**config.mk**
```make
export PLATFORM = sky130hd
export DESIGN_NAME = alu_pipe
export DESIGN_NICKNAME = d
export VERILOG_FILES = /design/src/rtl/alu_pipe.sv
export SDC_FILE = /design/constraint.sdc
export NUM_CORES = 1
export LEC_CHECK = 0
export ABC_AREA = 1
export BUFFER_PORTS_ARGS = -buffer_cell sky130_fd_sc_hd__buf_2
export CORE_AREA = 3 3 94 78
export CTS_CLUSTER_SIZE = 24
export DETAILED_ROUTE_END_ITERATION = 12
export DIE_AREA = 0 0 97 81
export PLACE_DENSITY = 0.86
export SYNTH_ARGS = -nofsm -noshare
export SYNTH_HDL_FRONTEND = slang
export SYNTH_SLANG_ARGS = --single-unit
```
**constraint.sdc**
```tcl
create_clock -name clk -period 6.56 [get_ports clk]
set_clock_uncertainty 0.2 [all_clocks]
set_input_delay 1.64 -clock clk [delete_from_list [all_inputs] [get_ports clk]]
set_output_delay 1.64 -clock clk [all_outputs]
set_load 0.05 [all_outputs]
```
**src/rtl/alu_pipe.sv**
```systemverilog
// Two-stage pipelined Mic-1 style ALU with an output shifter, N/Z/C/V flags,
// a sticky overflow flag and valid/ready handshakes on both sides.
module alu_pipe #(
    parameter int unsigned N = 16
) (
    input  logic         clk,
    input  logic         rst,
    input  logic         in_valid,
    output logic         in_ready,
    input  logic [N-1:0] A,
    input  logic [N-1:0] B,
    input  logic         F0,
    input  logic         F1,
    input  logic         ENA,
    input  logic         ENB,
    input  logic         INVA,
    input  logic         INC,
    input  logic         SLL8,
    input  logic         SRA1,
    input  logic         ovclr,
    output logic         out_valid,
    input  logic         out_ready,
    output logic [N-1:0] FUNC,
    output logic         Nflag,
    output logic         Zflag,
    output logic         Carry,
    output logic         Ovflag,
    output logic         Ovsticky
);

    localparam int unsigned SW = N + 1;

    logic         s1_valid_q, s1_valid_d;
    logic [N-1:0] s1_res_q,   s1_res_d;
    logic         s1_carry_q, s1_carry_d;
    logic         s1_ov_q,    s1_ov_d;
    logic         s1_sll8_q,  s1_sll8_d;
    logic         s1_sra1_q,  s1_sra1_d;

    logic         s2_valid_q, s2_valid_d;
    logic [N-1:0] func_q,     func_d;
    logic         nflag_q,    nflag_d;
    logic         zflag_q,    zflag_d;
    logic         carry_q,    carry_d;
    logic         ovflag_q,   ovflag_d;
    logic         ovsticky_q, ovsticky_d;

    logic [N-1:0]  a_g, b_g, alu_res, shifted;
    logic [SW-1:0] sum;
    logic          alu_c, alu_ov, s1_move, s1_open;

    // Stage 1 can hand its op on whenever stage 2 is empty or draining.
    assign s1_move  = !s2_valid_q || out_ready;
    assign s1_open  = !s1_valid_q || s1_move;
    assign in_ready = !rst && s1_open;

    // Operand gating and function unit.
    always_comb begin
        a_g     = (ENA ? A : '0) ^ {N{INVA}};
        b_g     = ENB ? B : '0;
        sum     = {1'b0, a_g} + {1'b0, b_g} + SW'(INC);
        alu_res = '0;
        alu_c   = 1'b0;
        alu_ov  = 1'b0;
        case ({F0, F1})
            2'b00: alu_res = a_g & b_g;
            2'b01: alu_res = a_g | b_g;
            2'b10: alu_res = ~b_g;
            default: begin
                alu_res = sum[N-1:0];
                alu_c   = sum[N];
                alu_ov  = (a_g[N-1] == b_g[N-1]) && (sum[N-1] != a_g[N-1]);
            end
        endcase
    end

    // Output shifter; SLL8 has priority over SRA1.
    always_comb begin
        shifted = s1_res_q;
        if (s1_sll8_q) begin
            shifted = {s1_res_q[N-9:0], 8'b0};
        end else if (s1_sra1_q) begin
            shifted = {s1_res_q[N-1], s1_res_q[N-1:1]};
        end
    end

    always_comb begin
        s1_valid_d = s1_valid_q;
        s1_res_d   = s1_res_q;
        s1_carry_d = s1_carry_q;
        s1_ov_d    = s1_ov_q;
        s1_sll8_d  = s1_sll8_q;
        s1_sra1_d  = s1_sra1_q;
        s2_valid_d = s2_valid_q;
        func_d     = func_q;
        nflag_d    = nflag_q;
        zflag_d    = zflag_q;
        carry_d    = carry_q;
        ovflag_d   = ovflag_q;
        ovsticky_d = ovsticky_q;

        if (s1_open) begin
            s1_valid_d = in_valid;
            if (in_valid) begin
                s1_res_d   = alu_res;
                s1_carry_d = alu_c;
                s1_ov_d    = alu_ov;
                s1_sll8_d  = SLL8;
                s1_sra1_d  = SRA1;
            end
        end

        // Output registers only change when a new op enters stage 2.
        if (s1_move) begin
            s2_valid_d = s1_valid_q;
            if (s1_valid_q) begin
                func_d   = shifted;
                nflag_d  = shifted[N-1];
                zflag_d  = (shifted == '0);
                carry_d  = s1_carry_q;
                ovflag_d = s1_ov_q;
            end
        end

        if (ovclr) begin
            ovsticky_d = 1'b0;
        end
        if (s2_valid_q && out_ready && ovflag_q) begin
            ovsticky_d = 1'b1;
        end
    end

    always_ff @(posedge clk) begin
        if (rst) begin
            s1_valid_q <= 1'b0;
            s1_res_q   <= '0;
            s1_carry_q <= 1'b0;
            s1_ov_q    <= 1'b0;
            s1_sll8_q  <= 1'b0;
            s1_sra1_q  <= 1'b0;
            s2_valid_q <= 1'b0;
            func_q     <= '0;
            nflag_q    <= 1'b0;
            zflag_q    <= 1'b0;
            carry_q    <= 1'b0;
            ovflag_q   <= 1'b0;
            ovsticky_q <= 1'b0;
        end else begin
            s1_valid_q <= s1_valid_d;
            s1_res_q   <= s1_res_d;
            s1_carry_q <= s1_carry_d;
            s1_ov_q    <= s1_ov_d;
            s1_sll8_q  <= s1_sll8_d;
            s1_sra1_q  <= s1_sra1_d;
            s2_valid_q <= s2_valid_d;
            func_q     <= func_d;
            nflag_q    <= nflag_d;
            zflag_q    <= zflag_d;
            carry_q    <= carry_d;
            ovflag_q   <= ovflag_d;
            ovsticky_q <= ovsticky_d;
        end
    end

    assign out_valid = s2_valid_q;
    assign FUNC      = func_q;
    assign Nflag     = nflag_q;
    assign Zflag     = zflag_q;
    assign Carry     = carry_q;
    assign Ovflag    = ovflag_q;
    assign Ovsticky  = ovsticky_q;

endmodule

```
[After elaboration in Yosys (flattened, before gate mapping)]
Index checks and enable logic that the tools add are counted.
Word-level totals
  latch bits: 0
  memory bits (read-only): 0
  register bits after elaboration: 43
  output and inout bits: 23
  RAM bits: 0
  memories: 0
  logic and storage cells: 47
  bits of input ports: 45
Operators by class
  multiplexer cells: 9
  $add $sub $neg: 2
  $lt $le $gt $ge: 0
  bitwise logic cells: 4
  shift-type cells: 0
  reductions and logical operators: 15
  divide/modulo/power cells: 0
  equality and inequality tests: 4
  multipliers: 0
Operators by type and width (number)
  16-bit 2-to-1 mux: 3
  16-bit case mux with 3 select lines: 1
  16-bit by 16-bit adder with 17-bit output: 1
  17-bit by 1-bit adder with 17-bit output: 1
  16-bit AND: 1
  16-bit logical NOT: 1
  16-bit inverter: 1
  16-bit OR: 1
  16-bit XOR: 1
  15-bit 2-to-1 mux: 1
  1-bit logical AND: 4
  1-bit 2-to-1 mux: 4
  2-bit AND reduction: 2
  1-bit logical NOT: 3
  3-bit OR reduction: 1
  2-bit by 1-bit == test with 1-bit output, second input constant: 1
  2-bit == test, second input constant: 1
  2-bit logical NOT: 1
  1-bit logical OR: 2
  2-bit nonzero test: 1
  1-bit == test: 1
  1-bit inequality test: 1

[Logic depth before layout (Yosys ltp)]
  depth after elaboration: 7
  mapped depth: 16
  depth with buffers taken out: 14

[Worst setup path before layout]
No wires, ideal clock.
  path type: input -> output
  from: input port rst
  to: output port in_ready
  cell stages on the path: 4
  path slack: 2.384 ns
  buffers on the path: 1
  data required time: 4.720 ns
  arrival time: 2.336 ns
  cell sequence: inv_1 -> clkbuf_1 -> nand2_1 -> inv_1
On the way
  cells in the longest elaborated chain, start to end: 2
RTL lines
  start: declaration: RTL line 7  | input logic rst,
  1-bit logical NOT: RTL line 55  | assign in_ready = !rst && s1_open;
  1-bit logical AND: RTL line 55
  end: declaration: RTL line 9  | output logic in_ready,
No other way between the ends.

[Worst setup path after layout]
Ends and elaborated chain as after synthesis.

==> metrics <==
WHS Path Cells=2; Syn. warnings=0; Clock Tree Root=clkbuf_8; Clock Latency Late Sink=0.30 ns; synthesized net count=628; synthesized area per cell=6.43 µm²; Rows=26; io pins=68; clk buf depth=2; Total GRT Usage=24.1%; worst hold path startpoint=s1_ov_q$_SDFFE_PP0P_; layout overhead on the synthesized area=12.2%; setup TNS=0 ns; Synth Register Bits=42; Critical Path RT=4.72 ns; maximum clock frequency=0.213 GHz; Max H-tree Level=2; Max VDD drop=0.112 mV; hpwl dp=7590 µm; DRC errors left=0; Vias/cell=5.55; CP startpoint kind=primary input; Post-Syn Instances=549; Crit Path Max Fanout=33; worst slew pin tran=1.06 ns; # resized after CTS=0; port bufs=67; Hold WC Path Type=reg2reg; CTS tree=done; Placer Congestion=0.932; met3 GRT Util=3.43%; count of cell types in the netlist=32; Die Span X=97 µm; RSZ-0062 raised after global routing=no; hold_buf cts=0; largest net degree at the start of global routing=34; CTS Sinks=42; core area=6410 µm²; Rel. slew slack=29.4%; die height=81 µm; Layout fillers=621; Mapped Area=3530 µm²; run status=complete, no violations; Crit. Startpoint=rst; Pre-antenna DRT Iters=5; die area=7860 µm²; Antenna diodes=0; GR Layer Usage met2=43.2%; r2r worst-path depth=5; DRT iter0 DRCs=268; Wirelength per Cell=14.2 µm; Final setup viols=0; Leak=2.06 nW; Setup crit end kind=output port; antenna violations before repair=0; GR Layer Usage met1=31.3%; via count=3784; routed wire length=9670 µm; period utilization=71.6%; cts bufs inserted=5; Final nets=676; Post-CTS Setup Inserts=0; Core Util, Final=61.8%; initial core utilization=55.1%; Hold Fails Final Rpt=0; critical path class=in2out; GRT busiest layer=met2; vias in the first global route=3483; max-cap violations=0; arrival time at the worst endpoint=2.86 ns; first-pass GRT wire length=15800 µm; cell area power density=197 nW/µm²; share of layout cells above drive strength 1=13.9%; Clock Pin Slew Worst Setup and Hold Paths=0.08 ns; min Tclk post-route=4.70 ns; post-route ant nets=0; max-slew violations=0; register area share after synthesis=23.8%; worst r2r src=out_valid$_SDFFE_PP0P_; total congestion overflow=0
-- registers in the layout (all words and copies together) (netlist names) --
signal / flops
s1_sra1_q: 1
s1_res_q: 16
s1_carry_q: 1
Zflag: 1
out_valid: 1
Ovflag: 1
FUNC: 16
Carry: 1
s1_sll8_q: 1
Ovsticky: 1
s1_ov_q: 1
s1_valid_q: 1
-- final timing paths --
check                                           endpoint  slack [ns]
worst min-delay path                s1_ov_q$_SDFFE_PP0P_        0.27
worst max register to register  s1_res_q[3]$_SDFFE_PP0P_        4.26
worst min register to register      s1_ov_q$_SDFFE_PP0P_        0.27
worst max-delay path                            in_ready        1.86
-- worst max-delay path, cell delays in order --
cell and delay [ns]:
buf_2 0.17, inv_1 0.61, nand2_1 0.12, inv_1 0.07
buf_2 0.25
-- synthesized netlist by cell type --
master / n / area [µm²]
a211oi_1: 8 / 60.1
inv_1: 71 / 267
ha_1: 32 / 400
nor3_1: 2 / 10.0
o211ai_2: 1 / 12.5
fa_1: 2 / 40.0
xnor2_1: 1 / 8.76
o22ai_1: 12 / 75.1
o211a_1: 1 / 10.0
nor3_2: 1 / 10.0
o21ai_0: 54 / 270
o21ai_2: 1 / 8.76
nand3_1: 32 / 160
or2_2: 1 / 6.26
a21oi_2: 2 / 17.5
a31oi_1: 5 / 31.3
buf_4: 1 / 7.51
o21a_1: 1 / 7.51
o2111ai_1: 1 / 8.76
inv_2: 2 / 7.51
nand4_1: 7 / 43.8
a21oi_1: 61 / 305
o211ai_1: 4 / 30.0
dfxtp_1: 42 / 841
o21bai_1: 2 / 15.0
buf_6: 1 / 11.3
clkbuf_1: 15 / 56.3
buf_2: 9 / 45.0
xor2_1: 18 / 158
nand3b_1: 3 / 22.5
nand2_1: 132 / 495
nor2_1: 24 / 90.1
-- placed cells by master, fill, tap and decap left out, drive strengths merged --
cell type / synthesis / layout
a211oi: 8 / 8
a21oi: 63 / 63
a31oi: 5 / 5
buf: 11 / 67
bufinv: 0 / 1
clkbuf: 15 / 5
clkinv: 0 / 2
dfxtp: 42 / 42
fa: 2 / 2
ha: 32 / 32
inv: 73 / 73
nand2: 132 / 132
nand3: 32 / 32
nand3b: 3 / 3
nand4: 7 / 7
nor2: 24 / 24
nor3: 3 / 3
o2111ai: 1 / 1
o211a: 1 / 1
o211ai: 5 / 5
o21a: 1 / 1
o21ai: 55 / 55
o21bai: 2 / 2
o22ai: 12 / 12
or2: 1 / 1
xnor2: 1 / 1
xor2: 18 / 18
-- cells by family (layout without fill, tap and decap cells) --
family	Yosys count	in the layout	synth area share [%]
buf+inv	99	148	11.2
xor+xnor	19	19	4.71
compound gates	153	153	24.1
simple gates	202	202	23.7
flops	42	42	23.8
fa+ha+maj	34	34	12.5
-- where the power goes --
group	switching, mW	total [mW]	internal, mW
clock network	0.0914	0.204	0.112
registers	0.0153	0.289	0.273
logic	0.193	0.287	0.0937
total	0.300	0.779	0.479
-- layout make-up --
cell class / instances / area (µm²) / area share, %
clock inverter: 3 / 40.0 / 1.01
tap: 84 / 105 / 2.65
timing repair buffer: 67 / 335 / 8.46
inverter: 73 / 274 / 6.92
sequential: 42 / 841 / 21.2
multi-input combinational: 408 / 2300 / 58.0
clock buffer: 5 / 68.8 / 1.74
-- metrics by stage --
step / setup WS (ns) / cells / hold slack, ns / power (mW) / cell area, µm²
after floorplan: 2.38 / 549 / 0.242 / 0.506 / 3530
final: 1.86 / 682 / 0.267 / 0.779 / 3960
after detailed placement: 1.87 / 674 / 0.256 / 0.575 / 3850
after CTS: 1.87 / 682 / 0.269 / 0.775 / 3960
after global placement: 1.93 / 674 / 0.254 / 0.567 / 3850
after global routing: 1.75 / 682 / 0.287 / 0.827 / 3960
-- layer usage --
metal / wire length (µm) / share of wire, %
met3: 534 / 5.5
met2: 4540 / 47
met5: 0 / 0
met4: 125 / 1.3
met1: 4470 / 46
Power figures use the tool's default switching activity.
